--- config.mk ---
export PLATFORM = sky130hd
export DESIGN_NAME = pdm_clk_gen_flat
export DESIGN_NICKNAME = d
export VERILOG_FILES = /design/src/rtl/pdm_clk_gen_pkg.sv /design/src/rtl/pdm_clk_gen_if.sv /design/src/rtl/cfg_shadow.sv /design/src/rtl/pdm_clk_gen.sv /design/src/flat_wrapper.sv
export SDC_FILE = /design/constraint.sdc
export NUM_CORES = 1
export LEC_CHECK = 0
export CAP_MARGIN = 20
export CORE_UTILIZATION = 45
export CTS_CLUSTER_DIAMETER = 60
export DETAILED_ROUTE_END_ITERATION = 7
export GPL_TIMING_DRIVEN = 0
export PLACE_DENSITY_LB_ADDON = 0.1
export SETUP_SLACK_MARGIN = 0.1
export SLEW_MARGIN = 40
export SYNTH_ARGS = -nofsm -noshare
export SYNTH_HDL_FRONTEND = slang
export SYNTH_HIERARCHICAL = 1
export SYNTH_SLANG_ARGS = --single-unit
--- constraint.sdc ---
create_clock -name clk -period 4.13 [get_ports clk]
set_clock_uncertainty 0.1 [all_clocks]
set_input_delay 1.0325 -clock clk [delete_from_list [all_inputs] [get_ports clk]]
set_output_delay 1.0325 -clock clk [all_outputs]
set_load 0.03 [all_outputs]
--- src/rtl/pdm_clk_gen_pkg.sv ---
// Shared audio-path constants and the PDM clock generator state encoding.
package pdm_clk_gen_pkg;

  localparam int unsigned SYS_CLK_HZ       = 100_000_000;
  localparam int unsigned MIC_CLK_HZ       = 2_000_000;

  localparam int unsigned HALF_W_DEF       = 16;
  localparam int unsigned DEC_W_DEF        = 8;
  localparam int unsigned HALF_DEFAULT_DEF = SYS_CLK_HZ / (2 * MIC_CLK_HZ);
  localparam int unsigned DEC_DEFAULT_DEF  = 64;

  typedef logic [1:0] pdm_state_t;

  localparam pdm_state_t ST_IDLE     = 2'd0;
  localparam pdm_state_t ST_RUN_LO   = 2'd1;
  localparam pdm_state_t ST_RUN_HI   = 2'd2;
  localparam pdm_state_t ST_STOPPING = 2'd3;

endpackage

--- src/rtl/pdm_clk_gen_if.sv ---
// Configuration valid/ready channel carrying half-period and decimation ratio.
interface pdm_clk_gen_if
  import pdm_clk_gen_pkg::*;
#(
  parameter int unsigned HALF_W = HALF_W_DEF,
  parameter int unsigned DEC_W  = DEC_W_DEF
);

  logic              cfg_valid;
  logic              cfg_ready;
  logic [HALF_W-1:0] cfg_half;
  logic [DEC_W-1:0]  cfg_dec;

  modport master (output cfg_valid, output cfg_half, output cfg_dec, input cfg_ready);
  modport slave  (input cfg_valid, input cfg_half, input cfg_dec, output cfg_ready);

endinterface

--- src/rtl/cfg_shadow.sv ---
// Single-entry valid/ready shadow register; the owner pulses apply to consume it.
module cfg_shadow #(
  parameter int unsigned W = 8
) (
  input  logic         clk,
  input  logic         reset,
  input  logic         in_valid,
  output logic         in_ready,
  input  logic [W-1:0] in_data,
  input  logic         apply,
  output logic         pending,
  output logic [W-1:0] data
);

  logic take_c;

  assign take_c = in_valid && in_ready;

  // A take in the same cycle as an apply leaves the new entry pending.
  always_ff @(posedge clk) begin
    if (reset) begin
      pending  <= 1'b0;
      in_ready <= 1'b1;
      data     <= '0;
    end else if (take_c) begin
      pending  <= 1'b1;
      in_ready <= 1'b0;
      data     <= in_data;
    end else if (apply) begin
      pending  <= 1'b0;
      in_ready <= 1'b1;
    end
  end

endmodule

--- src/rtl/pdm_clk_gen.sv ---
// Runtime-programmable PDM microphone clock with edge and decimated sample strobes.
module pdm_clk_gen
  import pdm_clk_gen_pkg::*;
#(
  parameter int unsigned HALF_W       = HALF_W_DEF,
  parameter int unsigned DEC_W        = DEC_W_DEF,
  parameter int unsigned HALF_DEFAULT = HALF_DEFAULT_DEF,
  parameter int unsigned DEC_DEFAULT  = DEC_DEFAULT_DEF
) (
  input  logic                clk,
  input  logic                reset,
  input  logic                enable,
  pdm_clk_gen_if.slave        cfg,
  output logic                mic_clk,
  output logic                rise_stb,
  output logic                fall_stb,
  output logic                sample_stb,
  output logic                active,
  output logic                led
);

  localparam logic [HALF_W-1:0] HALF_RST = (HALF_DEFAULT == 0) ? HALF_W'(1) : HALF_W'(HALF_DEFAULT);
  localparam logic [DEC_W-1:0]  DEC_RST  = (DEC_DEFAULT == 0)  ? DEC_W'(1)  : DEC_W'(DEC_DEFAULT);

  pdm_state_t              state, state_n;
  logic [HALF_W-1:0]       cnt, cnt_n;
  logic [HALF_W-1:0]       live_half, live_half_n;
  logic [DEC_W-1:0]        live_dec, live_dec_n;
  logic [DEC_W-1:0]        edge_cnt, edge_cnt_n;
  logic                    mic_clk_n, rise_n, fall_n, sample_n;

  logic                    apply_c;
  logic                    term_c;
  logic                    sh_pending;
  logic [HALF_W+DEC_W-1:0] sh_data;
  logic [HALF_W-1:0]       sh_half_c, new_half_c;
  logic [DEC_W-1:0]        sh_dec_c, new_dec_c;

  cfg_shadow #(
    .W (HALF_W + DEC_W)
  ) u_cfg_shadow (
    .clk      (clk),
    .reset    (reset),
    .in_valid (cfg.cfg_valid),
    .in_ready (cfg.cfg_ready),
    .in_data  ({cfg.cfg_half, cfg.cfg_dec}),
    .apply    (apply_c),
    .pending  (sh_pending),
    .data     (sh_data)
  );

  // Zero in either field behaves as one.
  assign sh_half_c  = sh_data[HALF_W+DEC_W-1:DEC_W];
  assign sh_dec_c   = sh_data[DEC_W-1:0];
  assign new_half_c = (sh_half_c == '0) ? HALF_W'(1) : sh_half_c;
  assign new_dec_c  = (sh_dec_c == '0)  ? DEC_W'(1)  : sh_dec_c;
  assign term_c     = (cnt == '0);

  always_ff @(posedge clk) begin
    if (reset) begin
      state      <= ST_IDLE;
      cnt        <= HALF_RST - HALF_W'(1);
      live_half  <= HALF_RST;
      live_dec   <= DEC_RST;
      edge_cnt   <= '0;
      mic_clk    <= 1'b0;
      rise_stb   <= 1'b0;
      fall_stb   <= 1'b0;
      sample_stb <= 1'b0;
      active     <= 1'b0;
      led        <= 1'b1;
    end else begin
      state      <= state_n;
      cnt        <= cnt_n;
      live_half  <= live_half_n;
      live_dec   <= live_dec_n;
      edge_cnt   <= edge_cnt_n;
      mic_clk    <= mic_clk_n;
      rise_stb   <= rise_n;
      fall_stb   <= fall_n;
      sample_stb <= sample_n;
      active     <= (state_n != ST_IDLE);
      led        <= 1'b0;
    end
  end

  // Next state, counters and strobes; pending config lands on IDLE or a falling toggle.
  always_comb begin
    state_n     = state;
    cnt_n       = cnt;
    live_half_n = live_half;
    live_dec_n  = live_dec;
    edge_cnt_n  = edge_cnt;
    mic_clk_n   = mic_clk;
    rise_n      = 1'b0;
    fall_n      = 1'b0;
    sample_n    = 1'b0;
    apply_c     = 1'b0;

    case (state)
      ST_IDLE: begin
        apply_c   = sh_pending;
        mic_clk_n = 1'b0;
        cnt_n     = (sh_pending ? new_half_c : live_half) - HALF_W'(1);
        if (enable) begin
          state_n = ST_RUN_LO;
        end
      end

      ST_RUN_LO: begin
        if (!enable) begin
          state_n = ST_IDLE;
          cnt_n   = live_half - HALF_W'(1);
        end else if (term_c) begin
          state_n   = ST_RUN_HI;
          mic_clk_n = 1'b1;
          rise_n    = 1'b1;
          cnt_n     = live_half - HALF_W'(1);
          if (edge_cnt == live_dec - DEC_W'(1)) begin
            sample_n   = 1'b1;
            edge_cnt_n = '0;
          end else begin
            edge_cnt_n = edge_cnt + DEC_W'(1);
          end
        end else begin
          cnt_n = cnt - HALF_W'(1);
        end
      end

      ST_RUN_HI, ST_STOPPING: begin
        // The high phase always runs to its terminal count before falling.
        if (term_c) begin
          apply_c   = sh_pending;
          mic_clk_n = 1'b0;
          fall_n    = 1'b1;
          cnt_n     = (sh_pending ? new_half_c : live_half) - HALF_W'(1);
          state_n   = enable ? ST_RUN_LO : ST_IDLE;
        end else begin
          cnt_n   = cnt - HALF_W'(1);
          state_n = enable ? ST_RUN_HI : ST_STOPPING;
        end
      end

      default: begin
        state_n = ST_IDLE;
      end
    endcase

    if (apply_c) begin
      live_half_n = new_half_c;
      live_dec_n  = new_dec_c;
      edge_cnt_n  = '0;
    end
  end

endmodule

--- src/flat_wrapper.sv ---
// flat-port wrapper written by rule: the top's interface ports become plain ports
module pdm_clk_gen_flat import pdm_clk_gen_pkg::*;
#(
  parameter int unsigned HALF_W       = HALF_W_DEF,
  parameter int unsigned DEC_W        = DEC_W_DEF,
  parameter int unsigned HALF_DEFAULT = HALF_DEFAULT_DEF,
  parameter int unsigned DEC_DEFAULT  = DEC_DEFAULT_DEF
)
  (clk, reset, enable, mic_clk, rise_stb, fall_stb, sample_stb, active, led, cfg_cfg_valid, cfg_cfg_half, cfg_cfg_dec, cfg_cfg_ready);
  pdm_clk_gen_if #(.HALF_W(HALF_W), .DEC_W(DEC_W)) cfg_i ();
  input  logic clk;
  input  logic reset;
  input  logic enable;
  output logic mic_clk;
  output logic rise_stb;
  output logic fall_stb;
  output logic sample_stb;
  output logic active;
  output logic led;
  input wire logic [$bits(cfg_i.cfg_valid)-1:0] cfg_cfg_valid;
  input wire logic [$bits(cfg_i.cfg_half)-1:0] cfg_cfg_half;
  input wire logic [$bits(cfg_i.cfg_dec)-1:0] cfg_cfg_dec;
  output wire logic [$bits(cfg_i.cfg_ready)-1:0] cfg_cfg_ready;
  assign cfg_i.cfg_valid = cfg_cfg_valid;
  assign cfg_i.cfg_half = cfg_cfg_half;
  assign cfg_i.cfg_dec = cfg_cfg_dec;
  assign cfg_cfg_ready = cfg_i.cfg_ready;
  pdm_clk_gen #(.HALF_W(HALF_W), .DEC_W(DEC_W), .HALF_DEFAULT(HALF_DEFAULT), .DEC_DEFAULT(DEC_DEFAULT)) u_core (.clk(clk), .reset(reset), .enable(enable), .cfg(cfg_i), .mic_clk(mic_clk), .rise_stb(rise_stb), .fall_stb(fall_stb), .sample_stb(sample_stb), .active(active), .led(led));
endmodule
* Yosys cells after proc, flatten, opt, wreduce, memory -nomap -nowiden
Index checks and enable logic that the tools add are counted.
** Storage, ports and cells
- Memory bits (writable) :: 0
- Bits in read-only memories :: 0
- Output and inout bits :: 7
- Latch bits :: 0
- Register bits after elaboration :: 82
- Bits of input ports :: 28
- Logic and storage cells :: 72
- Memories :: 0
** Operators by class
- $add $sub $neg :: 5
- Bitwise operators :: 4
- $lt $le $gt $ge :: 0
- Shift-type cells :: 0
- Reductions and logical operators :: 14
- Muxes and demuxes :: 28
- Eq/ne operators :: 7
- Div/mod/pow operators :: 0
- $mul :: 0
** Operator list (count)
- two-way mux 16 bit :: 5
- case mux 16 bit (3 select lines) :: 1
- subtractor 16 x 1 -> 16 bit (second input constant) :: 3
- logical NOT 16 bit :: 2
- two-way mux 8 bit :: 2
- two-way mux 1 bit :: 13
- adder 8 x 1 -> 8 bit (second input constant) :: 1
- == test 8 bit :: 1
- logical NOT 8 bit :: 1
- two-way mux 2 bit :: 4
- subtractor 8 x 1 -> 8 bit (second input constant) :: 1
- case mux 2 bit (3 select lines) :: 1
- AND reduction 3 bit :: 2
- OR reduction 2 bit :: 3
- == test 2 bit (second input constant) :: 2
- inequality test 2 x 1 -> 1 bit (second input constant) :: 2
- inverter 1 bit :: 4
- nonzero test 2 bit :: 2
- OR reduction 4 bit :: 1
- case mux 1 bit (3 select lines) :: 1
- OR reduction 3 bit :: 1
- == test 2 x 1 -> 1 bit (second input constant) :: 1
- logical NOT 2 bit :: 1
- inequality test 2 bit (second input constant) :: 1
- 2 further kinds :: 2

* Depth between registers and ports, before layout
Gate-level depths: netlist of run 1.
- Word-level depth :: 6
- Gate-level depth with buffers :: 13

* Cells and area by module
Netlist of run 1, hierarchy kept.
** By module, submodules not included
- pdm_clk_gen :: cells each 463, sequential area each 1121.1 um^2, area an instance 3638.5 um^2, instances 1
- cfg_shadow :: cells each 116, sequential area each 520.5 um^2, area an instance 1159.9 um^2, instances 1

* Worst setup path before layout of run 1
OpenSTA, ideal clock, no wires.
- Kind :: reg-to-reg
- Start :: reg u_core.u_cfg_shadow.pending
- End :: reg u_core.cnt[14]
- Arrival time :: 2.955 ns
- Cell stages (with the launch flop) :: 12
- Setup slack :: 1.005 ns
- Clock period less this slack :: 3.125 ns
- Cells stage by stage :: dfxtp_1 buf_1 buf_2 clkbuf_1 mux2i_1 ha_1 o211ai_1 or2_2 nor3b_1 xor2_1 a221o_1 a21oi_1
** Between the ends
- Word-level cells in the longest chain between the ends :: 4
** Ends and longest elaborated chain
- from (decl) :: RTL line cfg_shadow.sv:11 : output logic pending,
- from (signal assigned) :: RTL line cfg_shadow.sv:22 : pending <= 1'b0;
- from (signal assigned) :: RTL line cfg_shadow.sv:26 : pending <= 1'b1;
- from (signal assigned) :: RTL line cfg_shadow.sv:30 : pending <= 1'b0;
- two-way mux 16 bit * :: RTL line pdm_clk_gen.sv:104, pdm_clk_gen.sv:136
- subtractor 16 x 1 -> 16 bit * :: RTL line pdm_clk_gen.sv:104, pdm_clk_gen.sv:136
- two-way mux 16 bit :: RTL line pdm_clk_gen.sv:132 : if (term_c) begin
- case mux 16 bit (3 select lines) * :: RTL line pdm_clk_gen.sv:100 : case (state)
- to (signal assigned) :: RTL line pdm_clk_gen.sv:62 : cnt <= HALF_RST - HALF_W'(1);
- to (signal assigned) :: RTL line pdm_clk_gen.sv:74 : cnt <= cnt_n;
- to (decl) :: RTL line pdm_clk_gen.sv:26 : logic [HALF_W-1:0] cnt, cnt_n;
Every way passes the cells marked *; elsewhere a longest branch is shown, timed or not.
A chain may end at the register's enable or synchronous reset.

* Final worst setup path of run 1
Same ends and word-level chain as after synthesis.

==> results of run 1 <==
==> layout make-up <==
class / instances / area, µm² / area share
clock buffers: 11 / 141.4 / 0.02560
clock inverters: 5 / 85.08 / 0.01541
multi-input cells: 448 / 2913 / 0.5274
inverters: 10 / 38.79 / 0.007023
plain buffers: 39 / 212.7 / 0.03851
flip-flops and latches: 82 / 1642 / 0.2972
repair buffers: 32 / 320.3 / 0.05800
well taps: 136 / 170.2 / 0.03081
==> state kept, by name, indices dropped and copies added (netlist names) <==
signal / count
u_core/live_dec: 8
u_core/sample_stb: 1
u_core/rise_stb: 1
u_core/u_cfg_shadow/pending: 1
u_core/led: 1
u_core/mic_clk: 1
u_core/state: 2
u_core/active: 1
u_core/edge_cnt: 8
u_core/fall_stb: 1
u_core/live_half: 16
u_core/u_cfg_shadow/in_ready: 1
u_core/u_cfg_shadow/data: 24
u_core/cnt: 16
==> stage by stage <==
stage               utilization  cell area (µm²)  instances
finish                   0.5350             5523        763
CTS                      0.5348             5522        763
detailed placement       0.5129             5295        747
global route             0.5350             5523        763
floorplan                     -             4798        579
global placement         0.5123             5289        747
==> critical path, delay by kind of cell, from the launching register on <==
| kind | cells | cell delay [ns] |
|---|---|---|
| simple gates | 3 | 0.70 |
| buf+inv | 3 | 1.04 |
| compound gates | 4 | 0.79 |
| xor+xnor | 1 | 0.13 |
| flops | 1 | 0.44 |
| fa+ha+maj | 1 | 0.26 |
==> metal layers <==
layer  part of all wire  vias up
li1                   -     2139
met1               0.49     1918
met2               0.46       83
met3              0.032       18
met4              0.017        0
met5                  0        -
==> timing repair <==
item,CTS,global route
setup buffers,0,0
gates resized for setup,0,1
setup endpoints to repair,0,1
endpoints found under the hold margin,0,0
==> where the power goes <==
group	internal, mW	total, mW	switching (mW)
Clock	0.361	0.658	0.298
Sequential	0.832	0.879	0.0473
Combinational	0.175	0.394	0.219
Total	1.37	1.93	0.564
==> final timing paths <==
kind                                                  from                              end  slack, ns  cells after the start
setup / recovery  u_core/u_cfg_shadow/pending$_SDFFE_PP0P_        u_core/cnt[14]$_SDFF_PP0_       0.59                     12
hold reg to reg            u_core/live_dec[7]$_SDFFE_PP0P_  u_core/live_dec[7]$_SDFFE_PP0P_       0.38                      2
setup reg to reg  u_core/u_cfg_shadow/pending$_SDFFE_PP0P_        u_core/cnt[14]$_SDFF_PP0_       0.59                     12
hold / removal             u_core/live_dec[7]$_SDFFE_PP0P_  u_core/live_dec[7]$_SDFFE_PP0P_       0.38                      2
==> synthesized netlist by cell type, drive strengths merged, types with 9 or more instances <==
cell / number / area (µm²)
a21bo: 24 / 240.2
a21oi: 69 / 345.3
buf: 24 / 155.2
clkbuf: 15 / 56.30
dfxtp: 82 / 1642
inv: 9 / 33.78
mux2i: 13 / 130.1
nand2: 75 / 296.5
nand3: 33 / 215.2
nor2: 37 / 155.2
nor3: 22 / 132.6
nor3b: 9 / 67.56
nor4: 9 / 56.30
o21ai: 14 / 70.07
or4: 9 / 75.07
xnor2: 29 / 254.0
xor2: 24 / 210.2
==> cell families after synthesis <==
logic type               Yosys count  share of synthesized area
XOR/XNOR                          53                    0.09674
AO/OA/AOI/OAI                    147                     0.2073
flip-flops                        82                     0.3421
buffers and inverters             49                    0.05215
adder cells (fa/ha/maj)            5                    0.01304
AND/OR/NAND/NOR                  229                     0.2592
multiplexers                      14                    0.02946
==> impl_metrics.ini, run 1 <==
[outcome]
status = complete, no violations

[setup_path]
path_cells = clkbuf_2 > buf_2 > clkbuf_1 > nand2_1 > o21ai_0 > ha_1 > o211ai_1 > or2_2 > nor3b_1 > xor2_1 > a221o_1 > a21oi_1
worstSetupEndpointType = flip-flop
worst_ep_required_time_ns = 4.32
cp.arrival_ns = 3.74
criticalPathCategory = reg2reg
cpMaxStageDelayCell = dfxtp_1
critPathMaxStageDelay_ns = 0.44
cp-start-kind = flip-flop
crit_fanout = 10

[timing]
final.min_clock_period_ns = 3.544
finalSetupViolCount = 0
fin_setup_tns_ns = 0
layout_setup_ws_ns = 0.5855
slew_viol_final = 0
slew_headroom = 0.4734
holdWs_ns = 0.3751
rsz0062_at_grt = false
period_share = 0.8582
max_freq_mhz = 282.1
tightest_slew_ns = 0.7827
hold_viol_final = 0

[synth]
synth.ff_latch_count = 82
syn_inst = 579
syn_area_mm2 = 0.004798
synthArstFlopShare = 0
yosysSeqAreaShare = 0.3421
synth_ff_type = dfxtp_1
postSynthAreaPerCell_um2 = 8.287
ys_types = 66
ys.warnings.count = 6
synth_edf_count = 0
syn_nets = 612

[drt]
drc = 0
firstDrtPassIters = 5
num_vias = 4158
ant_nets = 0
wl_per_cell_um = 15.44
drtIter0Drc = 190
wirelength_um = 11780
vias_per_cell = 5.450

[global_route]
grtUsageMet1 = 0.3030
grt_remaining_overflow = 0
track_usage = 0.2265
use_met2 = 0.3670
grt_pass1_wl_um = 19940
grt_max_degree = 15
grt_pass1_vias = 4050
top_usage_layer = met2
met3_usage = 0.03649
antenna_found_initial = 0

[min_path]
hold_class = reg2reg

[die]
io_pins = 35
die_w_um = 105.3
placementRows = 37
die_h_um = 105.3
start_util = 0.4648
core_mm2 = 0.01032
fp.dieArea_mm2 = 0.01108

[clock_network]
clkTransAtPathRegs_ns = 0.09
ctsHtreeMaxLevel = 3
cts_buffer_depth = 2
cts_sinks = 82
root_buffer = clkbuf_8
cts-buffers-inserted = 9
cts_tree = yes
clock_latency_ns = 0.36
postCtsHoldBufs = 0

[power_and_ir_drop]
total_leakage_power_nw = 2.007
peakVddDrop_uv = 198.6
pwr_density_cell_mw_per_mm2 = 349.8
finalPower_mw = 1.932

[cells_and_area]
finalNetCount = 655
most-common-layout-cells = dfxtp_1 (82), nand2_1 (73), a21oi_1 (69), nor2_1 (36), clkdlybuf4s50_1 (32)
diodes = 0
layout_commonest_cell = dfxtp_1
fillers = 996
area_growth_pct = 15.10
drive_gt1_frac = 0.1292

[place]
pre_cts_slack_ns = 0.4420
globalplace.congestion = 0.8692
dp.final_hpwl_um = 8817
portBuffers = 32

[flow_run]
maxCapViolations = 0
Power figures use the tool's default switching activity.
==> run 2, diff against run 1 <==
Settings changed: CORE_MARGIN set to 4.
==> impl_metrics.ini, run 2 (synthesis gave the netlist of run 1 again) <==
[power_and_ir_drop]
peakVddDrop_uv = 191.4
p_comb_frac = 0.201
p_switching_mw = 0.5839
total_leakage_power_nw = 2.015
swShare = 0.2985
internal_power_mw = 1.372
p_seq_frac = 0.449
pwr_density_cell_mw_per_mm2 = 353.7
clkPwrFrac = 0.350

[cells_and_area]
layout_commonest_cell = dfxtp_1
area_growth_pct = 15.23
diodes = 0
fin_util = 0.5332
multiInputGateArea_mm2 = 0.002913
finalNetCount = 655
reg_top3 = u_core/u_cfg_shadow/data x24, u_core/cnt x16, u_core/live_half x16
largest_register = u_core/u_cfg_shadow/data
regArea_mm2 = 0.001642
most-common-layout-cells = dfxtp_1 (82), nand2_1 (73), a21oi_1 (69), nor2_1 (36), clkdlybuf4s50_1 (32)
largest_register_ffs = 24
drive_gt1_frac = 0.1308
fillers = 1026

[timing]
slew_headroom = 0.4661
slew_viol_final = 0
max_freq_mhz = 280.5
hold_viol_final = 0
tightest_slew_ns = 0.7936
rsz0062_at_grt = false
period_share = 0.8632
finalSetupViolCount = 0
fin_setup_tns_ns = 0
final.min_clock_period_ns = 3.565

[min_path]
hold_class = reg2reg

[setup_path]
r2r_cells = 11
worst_ep_required_time_ns = 4.33
cpMaxStageDelayCell = dfxtp_1
r2r_setup_slack_ns = 0.57
criticalPathCategory = reg2reg
worstSetupEndpointType = flip-flop
timing.rr.start = u_core/u_cfg_shadow/pending$_SDFFE_PP0P_
cp.arrival_ns = 3.76
crit_fanout = 10
cp-start-kind = flip-flop
worstReg2RegEnd = u_core/cnt[14]$_SDFF_PP0_
path_cells = clkbuf_2 > buf_2 > clkbuf_1 > mux2i_1 > ha_1 > o211ai_1 > or2_2 > nor3b_1 > xor2_1 > a221o_1 > a21oi_1
cp-endpoint = u_core/cnt[14]$_SDFF_PP0_
crit_path_start = u_core/u_cfg_shadow/pending$_SDFFE_PP0P_
critPathMaxStageDelay_ns = 0.44

[drt]
drtIter0Drc = 276
vias_per_cell = 5.472
firstDrtPassIters = 5
drc = 0
ant_nets = 0
wirelength_um = 11850
wl_per_cell_um = 15.53
num_vias = 4175

[clock_network]
cts_sinks = 82
clock_latency_ns = 0.37
ctsHtreeMaxLevel = 3
postCtsSetupBuffers = 0
cts_tree = yes
ctsResizeCount = 0
cts_buffer_depth = 2
clkTransAtPathRegs_ns = 0.09
postCtsHoldBufs = 0
cts-buffers-inserted = 9
root_buffer = clkbuf_8

[place]
dp.final_hpwl_um = 8924
portBuffers = 32
globalplace.congestion = 0.8329

[outcome]
status = complete, no violations

[flow_run]
maxCapViolations = 0

[die]
die_h_um = 111.3
io_pins = 35
placementRows = 37
fp.dieArea_mm2 = 0.01238
start_util = 0.4627
die_w_um = 111.3
core_mm2 = 0.01037

[global_route]
track_usage = 0.1987
grt_pass1_vias = 4020
grt_pass1_wl_um = 20290
grt_remaining_overflow = 0
grt_max_degree = 16
antenna_found_initial = 0
## run 2: area by class of cell
class | count | share of cell area
Buffer | 39 | 0.03847
Clock buffer | 10 | 0.02489
Clock inverter | 6 | 0.01720
Inverter | 10 | 0.007015
Multi-Input combinational cell | 448 | 0.5268
Sequential cell | 82 | 0.2969
Tap cell | 136 | 0.03078
Timing Repair Buffer | 32 | 0.05793
## run 2: worst max-delay path, delay by kind of cell (launching register included)
kind                     cells  cell delay [ns]
XOR/XNOR                     1             0.13
flip-flops                   1             0.44
AND/OR/NAND/NOR              2             0.67
multiplexers                 1             0.25
adder cells (fa/ha/maj)      1             0.23
buffers and inverters        3             1.02
AO/OA/AOI/OAI                3             0.65
## run 2: power groups by stage
stage                     combinational [mW]  clock [mW]  sequential (mW)
after global placement                 0.381           0            0.895
final                                  0.392       0.685            0.879
after global routing                   0.435       0.736            0.887
after detailed placement               0.389           0            0.897
after floorplan                        0.286           0            0.887
after CTS                              0.392       0.704            0.878
## run 2: per-layer routing
layer / share of wire / track usage
met1: 0.49 / 0.2686
met3: 0.037 / 0.02948
met4: 0.021 / 0.08678
met5: 0 / 0
met2: 0.45 / 0.3144
## run 2: worst min-delay path by stage
stage | start | end | slack, ns | cells after the start
final | u_core/live_dec[7]$_SDFFE_PP0P_ | u_core/live_dec[7]$_SDFFE_PP0P_ | 0.37 | 2
after global routing | u_core/live_dec[7]$_SDFFE_PP0P_ | u_core/live_dec[7]$_SDFFE_PP0P_ | 0.41 | 2
after CTS | u_core/live_dec[7]$_SDFFE_PP0P_ | u_core/live_dec[7]$_SDFFE_PP0P_ | 0.38 | 2
after detailed placement | u_core/live_dec[7]$_SDFFE_PP0P_ | u_core/live_dec[7]$_SDFFE_PP0P_ | 0.36 | 2
after global placement | u_core/live_dec[7]$_SDFFE_PP0P_ | u_core/live_dec[7]$_SDFFE_PP0P_ | 0.36 | 2
after floorplan | u_core/u_cfg_shadow/data[4]$_SDFFE_PP0P_ | u_core/live_dec[4]$_SDFFE_PP0P_ | 0.33 | 2
## run 2: metrics by stage
step | cells | cell area, µm² | hold WS [ns] | power (mW) | setup WS, ns
finish | 763 | 5529 | 0.3699 | 1.956 | 0.5651
global route | 763 | 5529 | 0.4102 | 2.059 | 0.2886
CTS | 763 | 5528 | 0.3770 | 1.973 | 0.3885
detailed placement | 747 | 5295 | 0.3641 | 1.286 | 0.4244
global placement | 747 | 5289 | 0.3627 | 1.276 | 0.4875
floorplan | 579 | 4798 | 0.3344 | 1.172 | 1.005
